### config.mk
export PLATFORM = sky130hd
export DESIGN_NAME = pipo_arbiter_flat
export DESIGN_NICKNAME = d
export VERILOG_FILES = /design/src/rtl/pipo_arbiter_if.sv /design/src/rtl/pipo_arbiter.sv /design/src/flat_wrapper.sv
export SDC_FILE = /design/constraint.sdc
export NUM_CORES = 1
export LEC_CHECK = 0
export CAP_MARGIN = 25
export CORE_MARGIN = 5
export CORE_UTILIZATION = 36
export DETAILED_ROUTE_END_ITERATION = 8
export GPL_ROUTABILITY_DRIVEN = 0
export PLACE_DENSITY = 0.8
export SETUP_SLACK_MARGIN = 0.15
export SLEW_MARGIN = 40
export SYNTH_ARGS = -nofsm -noshare
export SYNTH_HDL_FRONTEND = slang
export SYNTH_SLANG_ARGS = --single-unit
### constraint.sdc
create_clock -name clk -period 1.9 [get_ports clk]
set_clock_uncertainty 0.2 [all_clocks]
set_input_delay 0.38 -clock clk [delete_from_list [all_inputs] [get_ports clk]]
set_output_delay 0.38 -clock clk [all_outputs]
set_load 0.01 [all_outputs]
### src/rtl/pipo_arbiter_if.sv
// Handshake bundle between requesters, the shared PIPO register and its consumer.
// The design takes the slave view; the environment drives through master.
interface pipo_arbiter_if #(
  parameter int WIDTH = 4,
  parameter int NREQ  = 4
);
  logic [NREQ-1:0]       req;
  logic [NREQ*WIDTH-1:0] din;
  logic [NREQ-1:0]       gnt;
  logic [WIDTH-1:0]      pout;
  logic                  pout_valid;
  logic                  pout_ready;
  logic [1:0]            owner;
  logic [7:0]            xfer_cnt;

  modport slave (
    input  req,
    input  din,
    input  pout_ready,
    output gnt,
    output pout,
    output pout_valid,
    output owner,
    output xfer_cnt
  );

  modport master (
    output req,
    output din,
    output pout_ready,
    input  gnt,
    input  pout,
    input  pout_valid,
    input  owner,
    input  xfer_cnt
  );
endinterface

### src/rtl/pipo_arbiter.sv
// Round-robin arbiter feeding one shared parallel-in/parallel-out register
// with a valid/ready consumer side and a handshake counter.
module pipo_arbiter #(
  parameter int WIDTH = 4,
  parameter int NREQ  = 4
) (
  input  logic           clk,
  input  logic           rst,
  pipo_arbiter_if.slave  bus
);

  typedef enum logic {
    IDLE,
    HOLD
  } state_e;

  state_e           state_q, state_d;
  logic [WIDTH-1:0] pout_q, pout_d;
  logic [1:0]       owner_q, owner_d;
  logic [1:0]       ptr_q, ptr_d;
  logic [7:0]       cnt_q, cnt_d;

  logic [1:0]       pick;
  logic [1:0]       idx;
  logic             hit;
  logic             free;
  logic             hs;
  logic             grant;
  logic [NREQ-1:0]  gnt;

  // First requesting index at or after ptr, wrapping mod 4.
  always_comb begin
    hit  = 1'b0;
    pick = '0;
    idx  = '0;
    for (int k = 0; k < NREQ; k++) begin
      idx = ptr_q + 2'(k);
      if (!hit && bus.req[idx]) begin
        hit  = 1'b1;
        pick = idx;
      end
    end
  end

  assign free  = (state_q == IDLE) || bus.pout_ready;
  assign hs    = (state_q == HOLD) && bus.pout_ready;
  assign grant = free && hit && !rst;

  always_comb begin
    gnt = '0;
    if (grant) begin
      gnt[pick] = 1'b1;
    end
  end

  always_comb begin
    state_d = state_q;
    pout_d  = pout_q;
    owner_d = owner_q;
    ptr_d   = ptr_q;
    cnt_d   = cnt_q;
    if (hs) begin
      cnt_d = cnt_q + 8'd1;
    end
    if (grant) begin
      state_d = HOLD;
      pout_d  = bus.din[pick*WIDTH +: WIDTH];
      owner_d = pick;
      ptr_d   = pick + 2'd1;
    end else if (hs) begin
      state_d = IDLE;
    end
  end

  always_ff @(posedge clk or posedge rst) begin
    if (rst) begin
      state_q <= IDLE;
      pout_q  <= '0;
      owner_q <= '0;
      ptr_q   <= '0;
      cnt_q   <= '0;
    end else begin
      state_q <= state_d;
      pout_q  <= pout_d;
      owner_q <= owner_d;
      ptr_q   <= ptr_d;
      cnt_q   <= cnt_d;
    end
  end

  assign bus.gnt        = gnt;
  assign bus.pout       = pout_q;
  assign bus.pout_valid = (state_q == HOLD);
  assign bus.owner      = owner_q;
  assign bus.xfer_cnt   = cnt_q;

  a_gnt_onehot: assert property (
    @(posedge clk) disable iff (rst) $onehot0(gnt)
  );

endmodule

### src/flat_wrapper.sv
// flat-port wrapper written by rule: the top's interface ports become plain ports
module pipo_arbiter_flat 
#(
  parameter int WIDTH = 4,
  parameter int NREQ  = 4
)
  (clk, rst, bus_req, bus_din, bus_pout_ready, bus_gnt, bus_pout, bus_pout_valid, bus_owner, bus_xfer_cnt);
  pipo_arbiter_if #(.WIDTH(WIDTH), .NREQ(NREQ)) bus_i ();
  input  logic clk;
  input  logic rst;
  input wire logic [$bits(bus_i.req)-1:0] bus_req;
  input wire logic [$bits(bus_i.din)-1:0] bus_din;
  input wire logic [$bits(bus_i.pout_ready)-1:0] bus_pout_ready;
  output wire logic [$bits(bus_i.gnt)-1:0] bus_gnt;
  output wire logic [$bits(bus_i.pout)-1:0] bus_pout;
  output wire logic [$bits(bus_i.pout_valid)-1:0] bus_pout_valid;
  output wire logic [$bits(bus_i.owner)-1:0] bus_owner;
  output wire logic [$bits(bus_i.xfer_cnt)-1:0] bus_xfer_cnt;
  assign bus_i.req = bus_req;
  assign bus_i.din = bus_din;
  assign bus_i.pout_ready = bus_pout_ready;
  assign bus_gnt = bus_i.gnt;
  assign bus_pout = bus_i.pout;
  assign bus_pout_valid = bus_i.pout_valid;
  assign bus_owner = bus_i.owner;
  assign bus_xfer_cnt = bus_i.xfer_cnt;
  pipo_arbiter #(.WIDTH(WIDTH), .NREQ(NREQ)) u_core (.clk(clk), .rst(rst), .bus(bus_i));
endmodule
# Word-level counts from Yosys, hierarchy flattened
# Index checks and enable logic that the tools add are counted.
[word_totals]
output_inout_bits = 19
reg_bits = 17
word_cells = 52
input_bits = 23
[op_classes]
n_lt_le_gt_ge = 6
n_reduce_logical = 13
n_shift = 1
n_addsub = 5
n_mux = 21
bitwise_logic = 1
[op_table]
columns = ["op", "n"]
rows = [
  ["16-bit by 5-bit variable part select with 4-bit output", 1],
  ["2-bit by 3-bit less-than comparator with 1-bit output, second input constant", 5],
  ["1-bit two-way mux", 11],
  ["8-bit by 1-bit adder with 8-bit output, second input constant", 1],
  ["1-bit binary-select mux with 2-bit select", 4],
  ["2-bit two-way mux", 4],
  ["1-bit logical AND", 7],
  ["2-bit by 1-bit adder with 2-bit output, second input constant", 2],
  ["2-bit adder, second input constant", 2],
  ["1-bit zero test", 4],
  ["4-bit two-way mux", 1],
  ["1-bit demux with 2-bit select", 1],
  ["2-bit by 1-bit greater-or-equal comparator with 1-bit output, second input constant", 1],
  ["2-bit nonzero test", 1],
  ["1-bit logical OR", 1],
  ["1-bit NOT", 1],
]

# Longest topological paths before layout
# Gate-level depths: netlist of the first run.
[logic_depth]
word_depth = 17
depth_mapped = 6

# Worst setup path after synthesis of the first run
# OpenSTA, ideal clock, no wires.
[synth_path]
path_type = "reg-to-output"
start = "register u_core.ptr_q[0]"
end = "output bus_gnt[0]"
required_ns = 1.320
stages_incl_launch_ff = 7
setup_slack_ns = -0.019
t_arrival_ns = 1.339
path_cell_list = "dfrtp_1 -> inv_1 -> a21oi_1 -> o2bb2a_1 -> clkbuf_1 -> nand2b_1 -> nor2_1"
[synth_between]
elab_chain_len = 17
word_cells_on_any_way = 33
[synth_lines]
columns = ["element", "line", "source"]
rows = [
  ["start: declaration", "pipo_arbiter.sv:20", "logic [1:0] ptr_q, ptr_d;"],
  ["start signal: assignment", "pipo_arbiter.sv:86", "ptr_q <= ptr_d;"],
  ["branches (longest 16 deep; another with 2-bit by 3-bit less-than comparator with 1-bit output)", "-", ""],
  ["4-bit two-way mux *", "pipo_arbiter.sv:51", "if (grant) begin"],
  ["end: declaration", "flat_wrapper.sv:14", "output wire logic [$bits(bus_i.gnt)-1:0] bus_gnt;"],
]
# Every way passes the cells marked *. The select of a mux whose other input is x is not followed.

# Worst setup path after layout of the first run
[layout_path]
start = "register u_core.ptr_q[1]"
end = "output bus_gnt[0]"
# Same word-level chain as after synthesis.

==> impl_metrics.env, run 1 <==
export IMPL_cp_required_ns=1.32
export IMPL_yosys_area_share_adder_pct=1.36
export IMPL_end_kind="primary output"
export IMPL_rsz_0062_raised_after_global_routing="yes"
export IMPL_hp_class="flip-flop to flip-flop"
export IMPL_layout_drive_gt1_share_pct=41.5
export IMPL_power_per_cell_area_nw_per_um2=1070
export IMPL_timing_slew_headroom_pct=56.8
export IMPL_synth_area_per_cell_um2=9.41
export IMPL_status="finished, violations left"
export IMPL_pin_count=42
export IMPL_detail_route_iter0_violations=10
export IMPL_timing_hold_ws_ns=0.273
export IMPL_cts_tree="done"
export IMPL_timing_max_cap_violations=0
export IMPL_violations_in_the_final_reports="setup timing"
export IMPL_n_antenna_cell=0
export IMPL_drt_pass1_iter_count=4
export IMPL_cts_root_buffer="clkbuf_4"
export IMPL_total_area_of_multi_input_combinational_cells_um2=657
export IMPL_critPathArrivalTime_ns=1.64
export IMPL_postCtsHoldBufs=0
export IMPL_dominant_combinational_cell_family_by_area_after_synthesis="simple AND/OR/NAND/NOR gates"
export IMPL_dp_final_hpwl_um=2190
export IMPL_fin_ws_ns=-0.320
export IMPL_setup_viol=9
export IMPL_worst_setup_path_type="flip-flop to primary output"
export IMPL_die_h_um=60.6
export IMPL_synth_simple_area_share_pct=21.2
export IMPL_dp_cells=188
export IMPL_die_width_um=60.6
export IMPL_row_cnt=18
export IMPL_grt_antenna_before_repair=0
export IMPL_area_delta_synth_final_pct=101
export IMPL_critical_path_reg2reg_endpoint="u_core.bus.pout[3]$_DFFE_PP0P_"
export IMPL_yosys_cell_types_count=25
export IMPL_worst_path_stages=6
export IMPL_detail_route_vias_per_cell=5.09
export IMPL_timing_critical_path_fanout_max=6
export IMPL_timing_worst_slew_pin_value_ns=0.647
export IMPL_first_global_vias=1144
export IMPL_cpPeakStageDelay_ns=0.49
export IMPL_final_antenna_net_count=0
export IMPL_groute_usage_overall_pct=18.1
export IMPL_ctsLongestPathBuffers=2
export IMPL_clock_latency_ns=0.29
export IMPL_critical_path_most_common_cell="buf_6"
export IMPL_filler_cell_count=164
export IMPL_peak_supply_drop_mv=0.742
export IMPL_critical_path_cell_chain="buf_6, buf_6, o2bb2a_4, nand2b_4, nor2_4, buf_6"
export IMPL_clkSlewWorstSetupHoldPaths_ns=0.10
export IMPL_totalWireLength_um=3160
export IMPL_final_seq_area_um2=427
export IMPL_r2r_cells=7
export IMPL_synth_mux_area_share_pct=7.19
export IMPL_crit_reg2reg_launch="u_core.ptr_q[1]$_DFFE_PP0P_"
export IMPL_final_instance_count_without_filler_cells=206
export IMPL_yosys_area_share_xor_xnor_pct=7.60
export IMPL_worst_setup_path_start_kind="flip-flop"
export IMPL_totalNegativeSetupSlack_ns=-2.21
export IMPL_routedWlPerCell_um=15.4
export IMPL_cts_buffers=3
export IMPL_initial_utilization_pct=37.6
export IMPL_critical_path_endpoint="bus_gnt[0]"
export IMPL_cts_sink_count=17
export IMPL_postSynthCellCount=98
export IMPL_number_of_pins_exceeding_their_max_slew_limit_in_the_final_report=0
export IMPL_timing_critical_path_max_delay_family="flip-flops"
export IMPL_clock_fmax_mhz=450
export IMPL_synth_seq_cells=17
export IMPL_cts_htree_levels=1
export IMPL_core_um2=2450
export IMPL_synth_nets=122
export IMPL_fin_crit_ns=2.22
export IMPL_placed_area_um2=1640
export IMPL_worst_path_max_delay_cell="dfrtp_2"
export IMPL_grt_remaining_overflow=0
export IMPL_die_area_um2=3670
export IMPL_port_buffers=41
export IMPL_num_vias=1049
export IMPL_drc=0
export IMPL_synth_sequential_area_ratio_pct=46.1
export IMPL_ys_warn_count=0
export IMPL_synth_compound_area_share_pct=14.5
export IMPL_worstPathBufferInverterCount=3
export IMPL_timing_hold_violations_final=0
export IMPL_fin_area_um2=1850
export IMPL_critical_path_startpoint="u_core.ptr_q[1]$_DFFE_PP0P_"
export IMPL_p_leak_uw=0.000864
export IMPL_synth_cell_area_um2=922
export IMPL_grt_max_degree=18
export IMPL_reg_to_reg_slack_setup_ns=-0.29
export IMPL_num_nets_final=201
export IMPL_wire_length_of_the_first_global_routing_pass_um=4920
export IMPL_final_period_utilization_pct=117
export IMPL_dp_slack_ns=-0.908
[per-layer routing]
layer  up-vias  GRT usage [%]  routed length (µm)
met5         -              0                   0
met4         0           9.60                  37
met3         6           2.13                 137
met2        33           35.4                1840
met1       516           18.3                1150
li1        494              -                   -
[placed cells by master (no fill, tap or decap), types with 2 or more instances in the layout]
master / instances
buf_6: 11
nor2_4: 5
nand3_1: 4
clkbuf_4: 3
clkdlybuf4s50_1: 18
xnor2_1: 4
o21ai_1: 2
xor2_1: 3
nor2_1: 7
inv_1: 2
nand2_1: 15
nor3_2: 2
dlygate4sd2_1: 18
a21oi_1: 3
buf_4: 27
o21ai_0: 2
nor3_4: 2
a311oi_1: 3
dfrtp_1: 16
mux2_4: 4
[state kept, by name, indices dropped and copies added (netlist names)]
signal                 flops
u_core.bus.pout_valid      1
u_core.bus.xfer_cnt        8
u_core.bus.owner           2
u_core.bus.pout            4
u_core.ptr_q               2
[synth_stat cells (all sizes together)]
library cell	instances	area, µm²
mux2	5	56.3
nand2	16	60.1
inv	3	11.3
nor4	1	6.26
nor2	13	48.8
o2bb2a	1	10.0
ha	1	12.5
a21boi	1	7.51
mux2i	1	10.0
a21oi	3	15.0
nand2b	2	12.5
a211oi	1	7.51
xor2	3	26.3
and2	2	12.5
nand3	4	20.0
dfrtp	17	425
o21ai	5	25.0
xnor2	5	43.8
clkbuf	2	7.51
nor3	4	20.0
a21o	1	7.51
a311oi	4	35.0
and3	1	6.26
o221ai	1	26.3
or3b	1	8.76
[cell families after synthesis]
group / after synthesis
adder cells (fa/ha/maj): 1
XOR/XNOR: 8
flip-flops: 17
buffers and inverters: 5
multiplexers: 6
AND/OR/NAND/NOR: 44
AO/OA/AOI/OAI: 17
[power breakdown]
| group | internal, µW | leakage, µW | total [µW] | switching (µW) |
|---|---|---|---|---|
| clock | 81.5 | 0.0000150 | 190 | 108 |
| combinational | 670 | 0.000646 | 1190 | 522 |
| sequential | 496 | 0.000203 | 598 | 101 |
| total | 1250 | 0.000864 | 1980 | 731 |
[cell type report]
type                    count  share of cell area, %
repair buffers             76                   37.5
multi-input cells          76                   35.4
flip-flops and latches     17                   23.0
well taps                  30                   2.02
clock buffers               4                   1.42
inverters                   3                  0.607
[through the flow]
stage	total power [µW]	utilization [%]
2_1_floorplan	1110	-
3_3_place_gp	1550	66.7
3_5_place_dp	1580	66.7
4_1_cts	1900	73.1
5_1_grt	2120	75.5
6_report	1980	75.5
[repair_timing]
item / 4_1_cts / 5_1_grt
pin swaps: 5 / 7
buffers inserted: 11 / 3
endpoints found under the setup margin: 27 / 12
resized for setup: 55 / 8
[worst min-delay path by stage]
stage	from	endpoint	slack, ns	depth (start not counted)
floorplan	rst	u_core.bus.owner[0]$_DFFE_PP0P_	0.11	1
detailed placement	u_core.bus.xfer_cnt[7]$_DFFE_PP0P_	u_core.bus.xfer_cnt[7]$_DFFE_PP0P_	0.27	1
finish	u_core.bus.xfer_cnt[7]$_DFFE_PP0P_	u_core.bus.xfer_cnt[7]$_DFFE_PP0P_	0.27	1
CTS	u_core.bus.xfer_cnt[7]$_DFFE_PP0P_	u_core.bus.xfer_cnt[7]$_DFFE_PP0P_	0.28	1
global placement	u_core.bus.owner[0]$_DFFE_PP0P_	u_core.bus.owner[0]$_DFFE_PP0P_	0.27	1
global route	u_core.bus.owner[0]$_DFFE_PP0P_	u_core.bus.owner[0]$_DFFE_PP0P_	0.31	1
Power figures use the tool's default switching activity.
==> run 2, diff against run 1 <==
ABC_AREA = 1   (was unset)
CORE_UTILIZATION = 40   (was 36)
PLACE_DENSITY = 0.81   (was 0.8)
==> run 2 against run 1 <==
Net effect: the flow still finishes with violations (setup timing); setup slack worse by 0.46 ns; flip-flop and latch count unchanged; design area increased by 29%; core utilization increased by 5.1 points; cell count rose by 47%; total power increased by 140%; clock power is 3% higher; first-iteration DRC count grew to 6.0 times the previous value; critical endpoint is now bus_gnt[3]; largest cell class is now multi-input gates.
==> impl_metrics.env, run 2 <==
export IMPL_status="finished, violations left"
export IMPL_violations_in_the_final_reports="setup timing"
export IMPL_detail_route_vias_per_cell=5.05
export IMPL_timing_critical_path_fanout_max=5
export IMPL_ys_async_sr_fraction_pct=100
export IMPL_worst_path_max_delay_cell="dfrtp_2"
export IMPL_synth_mux_area_share_pct=0
export IMPL_p_leak_uw=0.00129
export IMPL_critPathArrivalTime_ns=2.10
export IMPL_clock_fmax_mhz=373
export IMPL_timing_hold_ws_ns=0.291
export IMPL_cpPeakStageDelay_ns=0.45
export IMPL_pin_count=42
export IMPL_crit_reg2reg_launch="u_core.ptr_q[0]$_DFFE_PP0P_"
export IMPL_end_kind="primary output"
export IMPL_critical_path_cell_chain="buf_12, inv_12, nand2_4, nand2_4, nand2_2, nand2_2, nor2_4, nand4_1, nand3_2, buf_6, buf_6, buf_6, nand2_4, nor2_4, buf_6"
export IMPL_die_h_um=65.2
export IMPL_n_antenna_cell=0
export IMPL_fin_crit_ns=2.68
export IMPL_wire_length_of_the_first_global_routing_pass_um=6930
export IMPL_power_internal_uw=2500
export IMPL_die_area_um2=4250
export IMPL_cts_tree="done"
export IMPL_power_clock_fraction_pct=4.1
export IMPL_final_period_utilization_pct=141
export IMPL_cts_sink_count=17
export IMPL_clock_latency_ns=0.30
export IMPL_peak_supply_drop_mv=1.24
export IMPL_clkSlewWorstSetupHoldPaths_ns=0.10
export IMPL_synth_cells_most_frequent="nand2_1, dfrtp_1, inv_1, nand2_2, nand4_1"
export IMPL_largest_reg_flops=8
export IMPL_dp_cells=268
export IMPL_synthDominantAreaCellType="dfrtp_1"
export IMPL_synth_top_cells_by_area="dfrtp_1, nand2_1, nand2_2"
export IMPL_cts_buffers=3
export IMPL_synth_compound_area_share_pct=2.88
export IMPL_fin_ws_ns=-0.783
export IMPL_worstHoldStart="u_core.bus.pout[0]$_DFFE_PP0P_"
export IMPL_row_cnt=20
export IMPL_timing_max_cap_violations=0
export IMPL_dominant_combinational_cell_family_by_area_after_synthesis="simple AND/OR/NAND/NOR gates"
export IMPL_critical_path_most_common_cell="buf_6"
export IMPL_num_vias=1524
export IMPL_synth_enable_flop_cells=0
export IMPL_timing_hold_violations_final=0
export IMPL_synth_most_common_cell="nand2_1"
export IMPL_worst_setup_path_type="flip-flop to primary output"
export IMPL_timing_slew_headroom_pct=85.3
export IMPL_layout_drive_gt1_share_pct=45.7
export IMPL_mostFrequentLayoutCell="nand2_1"
export IMPL_final_antenna_net_count=0
export IMPL_synth_seq_cells=17
export IMPL_ctsLongestPathBuffers=2
export IMPL_fin_util_pct=80.6
export IMPL_grt_antenna_before_repair=0
export IMPL_grt_remaining_overflow=0
export IMPL_power_uw=4780
export IMPL_first_global_vias=1501
export IMPL_synth_simple_area_share_pct=47.1
export IMPL_synth_cell_area_um2=1220
export IMPL_postCtsHoldBufs=0
export IMPL_power_switching_share_pct=47.6
export IMPL_initial_utilization_pct=40.9
export IMPL_setup_viol=13
export IMPL_cts_htree_levels=1
export IMPL_core_um2=2980
export IMPL_switchingPower_uw=2280
export IMPL_totalWireLength_um=4570
export IMPL_yosysTopAreaCellShare_pct=34.9
export IMPL_synth_ff_type="dfrtp_1"
export IMPL_filler_cell_count=180
export IMPL_port_buffers=41
export IMPL_yosys_cell_types_count=25
export IMPL_ys_warn_count=0
export IMPL_groute_usage_overall_pct=21.4
export IMPL_timing_worst_slew_pin_value_ns=0.221
export IMPL_synth_nets=194
export IMPL_drt_pass1_iter_count=4
export IMPL_share_comb_of_total_power_pct=82.9
export IMPL_yosys_area_share_adder_pct=1.03
export IMPL_final_instance_count_without_filler_cells=302
export IMPL_detail_route_iter0_violations=60
export IMPL_worst_setup_path_start_kind="flip-flop"
export IMPL_routedWlPerCell_um=15.1
export IMPL_power_per_cell_area_nw_per_um2=1990
export IMPL_cp_required_ns=1.32
export IMPL_hp_class="flip-flop to flip-flop"
export IMPL_critical_path_startpoint="u_core.ptr_q[0]$_DFFE_PP0P_"
export IMPL_num_nets_final=294
export IMPL_die_width_um=65.2
export IMPL_sequential_group_share_of_total_power_pct=13.0
export IMPL_most_common_layout_cells="nand2_1, buf_4, clkdlybuf4s50_1, nand2_2, buf_6"
export IMPL_synth_sequential_area_ratio_pct=34.9
export IMPL_area_delta_synth_final_pct=97.1
export IMPL_yosys_area_share_xor_xnor_pct=5.04
export IMPL_drc=0
export IMPL_grt_max_degree=18
export IMPL_cts_root_buffer="clkbuf_4"
export IMPL_postSynthCellCount=170
export IMPL_synth_area_per_cell_um2=7.16
export IMPL_dp_slack_ns=-1.03
export IMPL_dp_final_hpwl_um=2530
export IMPL_rsz_0062_raised_after_global_routing="yes"
export IMPL_number_of_pins_exceeding_their_max_slew_limit_in_the_final_report=0
run 2: changes by cell type in the layout (fill, tap and decap cells not counted), sizes merged, moves of 3 or more:
cell,delta
nand4,+10
mux2,-5
nand3,+8
buf,+20
dlygate4sd2,-3
nand2,+70
a21oi,-3
nor2,-7
inv,+18
a311oi,-4
o21ai,-3
run 2: area by class of cell:
class                      count  area, µm²  share of cell area (%)
multi-input combinational    130        901                    37.5
timing repair buffer          96        890                    37.1
sequential                    17        428                    17.8
inverter                      21        104                    4.33
tap                           33       41.3                    1.72
clock buffer                   3       22.5                   0.938
timing repair inverter         1       8.76                   0.365
clock inverter                 1       5.00                   0.209
run 2: logic make-up (layout without fill, tap and decap cells):
logic type | count (synthesis) | count (layout)
buffers and inverters | 23 | 122
DFF | 17 | 17
adders and majority gates | 1 | 1
xor gates and xnor gates | 7 | 7
and+or+nand+nor | 117 | 117
AOI/OAI and AO/OA | 5 | 5
run 2: repair_timing:
action / in CTS / in global routing
pin swaps: 19 / 12
hold endpoints to repair: 0 / 0
gates resized for setup: 69 / 23
buffers inserted: 25 / 4
cloned: 1 / 0
endpoints found under the setup margin: 28 / 15
run 2: worst max-delay path, delay by kind of cell, from the launching register on:
family                 cells  cell delay [ns]
and+or+nand+nor            9             0.76
buffers and inverters      6             0.58
DFF                        1             0.45
run 2: final timing paths:
check,to,slack (ns),cells past startpoint
max,bus_gnt[3],-0.78,15
max reg2reg,u_core.bus.owner[0]$_DFFE_PP0P_,-0.61,17
min in group asynchronous,u_core.bus.xfer_cnt[1]$_DFFE_PP0P_,0.30,3
min,u_core.bus.pout[0]$_DFFE_PP0P_,0.29,2
min reg2reg,u_core.bus.pout[0]$_DFFE_PP0P_,0.29,2
max in group asynchronous,u_core.ptr_q[1]$_DFFE_PP0P_,1.00,3
run 2: metrics by stage:
stage,setup TNS (ns),cell area [µm²]
floorplan,-0.697,1300
global placement,-7.33,1920
detailed placement,-7.84,1920
CTS,-4.94,2290
global route,-7.60,2400
finish,-6.46,2400
run 2: power groups by stage:
stage | Sequential (µW) | Combinational, µW | Clock, µW
global route | 648 | 4260 | 212
global placement | 658 | 2630 | 0
floorplan | 676 | 1680 | 0
finish | 621 | 3960 | 196
CTS | 609 | 3600 | 198
detailed placement | 667 | 2680 | 0
run 2: layer usage:
metal	GRT usage, %	part of all wire [%]	vias up
li1	-	-	735
met3	2.74	6.3	13
met2	38.3	51	68
met4	9.59	2.6	0
met5	0	0	-
met1	25.3	40	708
==> run 3, diff against run 2 <==
GPL_TIMING_DRIVEN = 0   (was unset)
==> run 3 against run 2 <==
Net effect: the flow still finishes with violations (setup timing); critical endpoint is now bus_gnt[1]; largest power group unchanged; setup slack improved by 0.024 ns; via count shrank 5.6%; design area shrank 8.3%; sequential share of layout area grew 1.6 points; routed wire length decreased by 12%; global-route usage shrank 2.2 points; clock-buffer cell count did not move; first-iteration DRC count is 25% lower; cell count down 6.0%; non-clock buffer count decreased by 17.
==> impl_metrics.env, run 3 (synthesized netlist as in run 2, its figures left out) <==
export IMPL_status="finished, violations left"
export IMPL_violations_in_the_final_reports="setup timing"
export IMPL_timing_critical_path_max_delay_family="simple AND/OR/NAND/NOR gates"
export IMPL_pin_count=42
export IMPL_number_of_pins_exceeding_their_max_slew_limit_in_the_final_report=0
export IMPL_fin_ws_ns=-0.759
export IMPL_worst_setup_path_start_kind="flip-flop"
export IMPL_die_h_um=65.2
export IMPL_cts_tree="done"
export IMPL_cp_required_ns=1.32
export IMPL_largest_reg_flops=8
export IMPL_worstPathBufferInverterCount=6
export IMPL_timing_hold_violations_final=0
export IMPL_final_instance_count_without_filler_cells=284
export IMPL_cpPeakStageDelay_ns=0.41
export IMPL_final_antenna_net_count=0
export IMPL_num_nets_final=276
export IMPL_totalNegativeSetupSlack_ns=-6.22
export IMPL_most_common_layout_cells="nand2_1, nand2_2, clkdlybuf4s50_1, buf_4, buf_6"
export IMPL_totalWireLength_um=4030
export IMPL_cts_htree_levels=1
export IMPL_clock_fmax_mhz=376
export IMPL_worst_path_max_delay_cell="dfrtp_1"
export IMPL_timing_slew_headroom_pct=71.5
export IMPL_wire_length_of_the_first_global_routing_pass_um=6460
export IMPL_ctsLongestPathBuffers=2
export IMPL_switchingPower_uw=2180
export IMPL_dp_cells=244
export IMPL_power_per_cell_area_nw_per_um2=2070
export IMPL_dp_slack_ns=-1.21
export IMPL_first_global_vias=1486
export IMPL_worst_setup_path_type="flip-flop to primary output"
export IMPL_critPathArrivalTime_ns=2.08
export IMPL_power_clock_fraction_pct=4.4
export IMPL_grt_remaining_overflow=0
export IMPL_rsz_0062_raised_after_global_routing="yes"
export IMPL_final_period_utilization_pct=140
export IMPL_clkSlewWorstSetupHoldPaths_ns=0.10
export IMPL_power_switching_share_pct=47.9
export IMPL_final_seq_area_um2=427
export IMPL_routedWlPerCell_um=14.2
export IMPL_sequential_group_share_of_total_power_pct=13.4
export IMPL_groute_usage_overall_pct=19.2
export IMPL_die_width_um=65.2
export IMPL_share_comb_of_total_power_pct=82.2
export IMPL_filler_cell_count=201
export IMPL_timing_worst_slew_pin_value_ns=0.427
export IMPL_grt_antenna_before_repair=0
export IMPL_dp_final_hpwl_um=2210
export IMPL_power_internal_uw=2370
export IMPL_detail_route_iter0_violations=45
export IMPL_area_delta_synth_final_pct=80.7
export IMPL_total_area_of_multi_input_combinational_cells_um2=842
export IMPL_mostFrequentLayoutCell="nand2_1"
export IMPL_critical_path_most_common_cell="nand2_2"
export IMPL_timing_max_cap_violations=0
export IMPL_setup_viol=13
export IMPL_row_cnt=20
export IMPL_initial_utilization_pct=40.9
export IMPL_detail_route_vias_per_cell=5.06
export IMPL_drc=0
export IMPL_timing_critical_path_fanout_max=6
export IMPL_port_buffers=41
export IMPL_cts_sink_count=17
export IMPL_fin_crit_ns=2.66
export IMPL_hp_class="primary input to asynchronous set/reset pin"
export IMPL_layout_drive_gt1_share_pct=41.4
export IMPL_grt_max_degree=19
export IMPL_critical_path_cell_chain="buf_6, inv_8, buf_6, nand2_2, nand2_2, nand2_2, nand2_2, nand2_4, nand3_4, nand3_4, buf_12, nor2_4, nand2_2, inv_2, buf_6"
export IMPL_peak_supply_drop_mv=1.34
export IMPL_cts_root_buffer="clkbuf_4"
export IMPL_num_vias=1438
export IMPL_cts_buffers=3
export IMPL_core_um2=2980
export IMPL_end_kind="primary output"
export IMPL_drt_pass1_iter_count=4
export IMPL_die_area_um2=4250
export IMPL_p_leak_uw=0.00117
export IMPL_n_antenna_cell=0
export IMPL_clock_latency_ns=0.29
==> run 3: cell types whose count changed in the layout (fill, tap and decap cells not counted), sizes merged <==
| cell | delta |
|---|---|
| buf | -17 |
| clkinvlp | +1 |
| dlygate4sd2 | +1 |
| dlymetal6s2s | -1 |
| inv | -2 |
==> run 3: final timing paths <==
kind / to / slack, ns / depth (start not counted) / start
worst max-delay path: bus_gnt[1] / -0.76 / 15 / u_core.ptr_q[0]$_DFFE_PP0P_
worst min-delay path: u_core.bus.owner[1]$_DFFE_PP0P_ / 0.26 / 2 / rst
worst max register to register: u_core.ptr_q[1]$_DFFE_PP0P_ / -0.69 / 20 / u_core.ptr_q[0]$_DFFE_PP0P_
worst min register to register: u_core.bus.xfer_cnt[7]$_DFFE_PP0P_ / 0.27 / 1 / u_core.bus.xfer_cnt[7]$_DFFE_PP0P_
max in group asynchronous: u_core.ptr_q[1]$_DFFE_PP0P_ / 0.96 / 2 / rst
min in group clk: u_core.bus.xfer_cnt[7]$_DFFE_PP0P_ / 0.27 / 1 / u_core.bus.xfer_cnt[7]$_DFFE_PP0P_
==> run 3: metal layers <==
layer  share of wire, %  track usage (%)  vias to the layer above
met5                  0                0                        -
met2                 52             33.6                       68
li1                   -                -                      698
met3                8.0             3.76                       15
met1                 37             22.0                      657
met4                3.1             9.59                        0
==> run 3: power groups by stage <==
stage	Combinational (µW)	Clock [µW]	Sequential [µW]
CTS	3280	200	602
global route	4040	225	628
detailed placement	2360	0	636
global placement	2310	0	632
finish	3740	199	610
floorplan	1680	0	676
==> run 3: area by class of cell <==
cell class,count,area share [%]
multi-input combinational,130,38.3
sequential,17,19.4
buffer,2,1.42
timing repair buffer,77,33.1
tap,33,1.88
clock buffer,3,1.02
inverter,21,4.66
clock inverter,1,0.228
==> run 3: what timing repair did <==
item                                    in CTS  in global routing
hold endpoints to repair                     0                  0
endpoints found under the setup margin      28                 14
setup buffers                               29                  6
hold buffers                                 0                  0
pin swaps                                   15                  7
resized for setup                           62                 22
gates cloned                                 1                  0
==> run 3: stage by stage <==
step                      util [%]  power [µW]  hold WS [ns]  instance area, µm²
after floorplan                  -        2350         0.137                1300
after global placement        58.9        2950         0.259                1750
after detailed placement      58.9        2990         0.264                1750
after CTS                     70.3        4080         0.225                2090
after global routing          73.9        4890         0.260                2200
final                         73.9        4550         0.258                2200
